==> config.mk <==
export PLATFORM = sky130hd
export DESIGN_NAME = button_debouncer
export DESIGN_NICKNAME = d
export VERILOG_FILES = /design/src/rtl/button_debouncer.sv
export SDC_FILE = /design/constraint.sdc
export NUM_CORES = 1
export LEC_CHECK = 0
export ABC_AREA = 1
export CORE_ASPECT_RATIO = 1.25
export CORE_MARGIN = 2
export CORE_UTILIZATION = 63
export CTS_BUF_LIST = sky130_fd_sc_hd__clkbuf_8
export DETAILED_ROUTE_END_ITERATION = 10
export PLACE_DENSITY = 0.79
export SYNTH_ARGS = -nofsm -noshare
export SYNTH_HDL_FRONTEND = slang
export SYNTH_SLANG_ARGS = --single-unit
==> constraint.sdc <==
create_clock -name Clock -period 2.3 [get_ports Clock]
set_clock_uncertainty 0.2 [all_clocks]
set_input_delay 0.46 -clock Clock [delete_from_list [all_inputs] [get_ports Clock]]
set_output_delay 0.46 -clock Clock [all_outputs]
set_load 0.02 [all_outputs]
==> src/rtl/button_debouncer.sv <==
// Push-button debouncer: 2-flop synchronizer, four-state debounce FSM with a
// stable-sample counter, registered press strobe, level and Up toggle.
module button_debouncer #(
  parameter int   DEBOUNCE_CYCLES = 1_000_000,
  parameter logic UP_INIT         = 1'b1
) (
  input  logic Clock,
  input  logic Reset,
  input  logic Btn_In,
  output logic Up,
  output logic Press_Pulse,
  output logic Btn_Level
);

  localparam int CNT_W = (DEBOUNCE_CYCLES > 1) ? $clog2(DEBOUNCE_CYCLES) : 1;
  localparam logic [CNT_W-1:0] CNT_MAX = CNT_W'(DEBOUNCE_CYCLES - 1);

  typedef enum logic [1:0] {
    IDLE        = 2'd0,
    ARM_PRESS   = 2'd1,
    PRESSED     = 2'd2,
    ARM_RELEASE = 2'd3
  } state_t;

  state_t           state, state_d;
  logic [CNT_W-1:0] cnt, cnt_d;
  logic [1:0]       sync_q;
  logic             s;
  logic             up_d, pulse_d, level_d;

  always_ff @(posedge Clock or negedge Reset) begin
    if (!Reset) sync_q <= 2'b00;
    else        sync_q <= {sync_q[0], Btn_In};
  end

  assign s = sync_q[1];

  // State, counter and all outputs are registered together.
  always_ff @(posedge Clock or negedge Reset) begin
    if (!Reset) begin
      state       <= IDLE;
      cnt         <= '0;
      Up          <= UP_INIT;
      Press_Pulse <= 1'b0;
      Btn_Level   <= 1'b0;
    end else begin
      state       <= state_d;
      cnt         <= cnt_d;
      Up          <= up_d;
      Press_Pulse <= pulse_d;
      Btn_Level   <= level_d;
    end
  end

  always_comb begin
    state_d = state;
    cnt_d   = cnt;
    case (state)
      IDLE: begin
        if (s) begin
          state_d = ARM_PRESS;
          cnt_d   = '0;
        end
      end
      ARM_PRESS: begin
        if (!s) begin
          state_d = IDLE;
          cnt_d   = '0;
        end else if (cnt == CNT_MAX) begin
          state_d = PRESSED;
        end else begin
          cnt_d = cnt + 1'b1;
        end
      end
      PRESSED: begin
        if (!s) begin
          state_d = ARM_RELEASE;
          cnt_d   = '0;
        end
      end
      ARM_RELEASE: begin
        if (s) begin
          state_d = PRESSED;
          cnt_d   = '0;
        end else if (cnt == CNT_MAX) begin
          state_d = IDLE;
        end else begin
          cnt_d = cnt + 1'b1;
        end
      end
      default: begin
        state_d = IDLE;
        cnt_d   = '0;
      end
    endcase
  end

  // Only the ARM_PRESS -> PRESSED transition counts as a press.
  always_comb begin
    up_d    = Up;
    pulse_d = 1'b0;
    level_d = (state_d == PRESSED) || (state_d == ARM_RELEASE);
    if (state == ARM_PRESS && state_d == PRESSED) begin
      pulse_d = 1'b1;
      up_d    = ~Up;
    end
  end

endmodule

==> results.tsv <==
stage	metric	value	unit
placement	GP Congestion	0.921	
sta	Rel. slew slack	77.6	%
finish	commonest non-fill, non-tap cells in the layout	nand2_1, nor2_1, inv_1	
clock_tree	CTS Sinks	27	
finish	Syn-to-layout area delta	7.90	%
placement	DP HPWL	2.99	mm
finish	post-route cell area	1930	um2
sta	Setup WS post-layout	0.217	ns
logic_synthesis	post-synthesis cell count	260	
clock_tree	Clk pin slew, worst setup/hold paths	0.09	ns
die	full die area	3290	um2
die	Initial Util	66.2	%
logic_synthesis	Synth Net Count	264	
setup_path	crit-path cells	clkdlybuf4s50_1	
placement	dpl cell area	1890	um2
placement	port bufs	5	
logic_synthesis	Yosys reg bits	27	
sta	Worst Max-Slew Pin Slew	0.337	ns
pwr	Max VDD drop	0.417	mV
flow_run	max-cap violations	0	
clock_tree	Max Buffers Root-to-Sink	2	
sta	Final Cycle Share	90.6	%
global_routing	vias in the first global route	1625	
sta	crit path time final	2.08	ns
logic_synthesis	YS warnings	0	
global_routing	All-Layer GR Usage	27.9	%
routing	routed vias	1627	
routing	iteration-0 DRC count of the detailed router	59	
logic_synthesis	Mapped Area	1790	um2
routing	final WL	3.92	mm
clock_tree	Post-CTS Setup Inserts	0	
clock_tree	clk_lat worst skew	0.28	ns
finish	Nets	274	
clock_tree	CTS tree	built	
global_routing	largest net degree at the start of global routing	28	
clock_tree	post-CTS sizing	0	
setup_path	CP max stage cell	clkdlybuf4s50_1	
clock_tree	H-tree levels	1	
global_routing	antenna violations before repair	0	
logic_synthesis	register area share after synthesis	37.8	%
sta	endpoints failing setup	0	
finish	Final Util	71.4	%
routing	DRC	0	
logic_synthesis	Avg Cell Area, Syn	6.89	um2
sta	fmax	480	MHz
setup_path	slowest cell delay on critical path	0.60	ns
setup_path	CP top delay family	buffers and inverters	
routing	DR WL/cell	12.9	um
setup_path	CP required	1.64	ns
die	die height	63.6	um
global_routing	first-pass GRT wire length	7.00	mm
logic_synthesis	number of distinct library cells after synthesis	27	
setup_path	worst-path maximum fanout	3	
pwr	Leak	0.853	nW
finish	commonest non-fill, non-tap cell in the layout	nand2_1	
routing	vias per cell	5.37	
clock_tree	clock root buffer	clkbuf_8	
finish	fraction of layout cells with a size suffix above 1	13.4	%
sta	RSZ-0062 raised after global routing	false	
die	core area	2710	um2
clock_tree	cts hold-fix bufs	0	
global_routing	GRT Residual Overflow	0	
setup_path	CP Capture Type	output pin	
pwr	PD cells	428	nW/um2
die	I/O pin count	6	
routing	drt pass-1 iters	4	
clock_tree	Num CTS Buffers	3	
finish	Ant. Diodes	0	
min_path	Min-Delay Path Class	reg2reg	
placement	dpl ws	0.410	ns
die	die width	51.7	um
setup_path	critical path startpoint category	flip-flop	
routing	antenna-violating nets left	0	
setup_path	crit path kind	reg2out	
sta	Sum Neg Setup Slack	0	ns
sta	final hold viol count	0	
run_status	status	finished clean	
sta	Max Slew Vio Count	0	
setup_path	Critical Path AT	1.42	ns
die	row count	21	
setup_path	Buf+Inv Stages, Crit Path	1	
==> worst reg2reg max path, delay by kind of cell (launching register included) <==
family | cells | cell delay [ns]
flip-flops | 1 | 0.47
AO/OA/AOI/OAI | 1 | 0.06
adder cells (fa/ha/maj) | 1 | 0.28
AND/OR/NAND/NOR | 4 | 0.81
==> cell usage after synthesis <==
library cell	instances	area [um2]
a21oi_1	5	25.0
a21oi_2	1	8.76
buf_2	1	5.00
dfrtp_1	26	651
dfstp_2	1	26.3
ha_1	1	12.5
inv_1	33	124
inv_2	4	15.0
inv_4	1	6.26
nand2_1	73	274
nand2_2	7	43.8
nand2_4	1	11.3
nand2_8	2	40.0
nand3_1	26	130
nand3_2	2	20.0
nand3b_1	1	7.51
nand4_1	10	62.6
nand4_2	1	12.5
nor2_1	40	150
nor2_2	6	37.5
nor2_4	4	45.0
nor3_1	4	20.0
nor3b_2	1	12.5
o211ai_1	1	7.51
o21ai_0	5	25.0
o21ai_1	2	10.0
o21bai_1	1	7.51
==> cell families after synthesis <==
kind of cell    after synthesis  synth area share, %
flops                        27                 37.8
buf+inv                      39                 8.39
simple gates                178                 48.4
compound gates               15                 4.68
fa+ha+maj                     1                0.699
==> sequential cells by signal (all words and copies together), names as in the netlist <==
| signal | flops |
|---|---|
| cnt | 20 |
| state | 2 |
| sync_q | 2 |
| Btn_Level | 1 |
| Press_Pulse | 1 |
| Up | 1 |
==> where the power goes <==
| part | switching [mW] | internal, mW |
|---|---|---|
| registers | 0.00826 | 0.480 |
| clock network | 0.155 | 0.122 |
| logic | 0.0442 | 0.0168 |
==> layout make-up <==
cell class	instances	area (um2)
multi-input combinational	194	963
sequential	27	677
fill	242	774
tap	34	42.5
inverter	38	145
timing repair buffer	6	57.6
clock buffer	3	41.3
clock inverter	1	5.00
==> path summary, 6_finish.rpt <==
path,depth (start not counted),from,end,slack [ns]
min in group asynchronous,2,Reset,cnt[18]$_DFFE_PN0P_,0.34
hold reg to reg,0,sync_q[0]$_DFF_PN0_,sync_q[1]$_DFF_PN0_,0.17
hold / removal,0,sync_q[0]$_DFF_PN0_,sync_q[1]$_DFF_PN0_,0.17
max in group asynchronous,2,Reset,Up$_DFFE_PN1P_,1.25
setup / recovery,1,Up$_DFFE_PN1P_,Up,0.22
setup reg to reg,6,cnt[0]$_DFFE_PN0P_,state[1]$_DFF_PN0_,0.38
==> stage by stage <==
step / std cells / total power [mW] / hold slack [ns]
after floorplan: 260 / 0.535 / -0.0356
after CTS: 303 / 0.829 / 0.168
after global routing: 303 / 0.855 / 0.190
after global placement: 299 / 0.558 / 0.133
final: 303 / 0.826 / 0.165
after detailed placement: 299 / 0.559 / 0.136
==> metal layers <==
metal | share of wire [%] | GRT usage [%]
met3 | 3.7 | 3.79
met4 | 1.9 | 10.2
met5 | 0 | 0
met1 | 45 | 33.8
met2 | 50 | 49.0
Note: power is estimated with default switching activity, not from simulation.
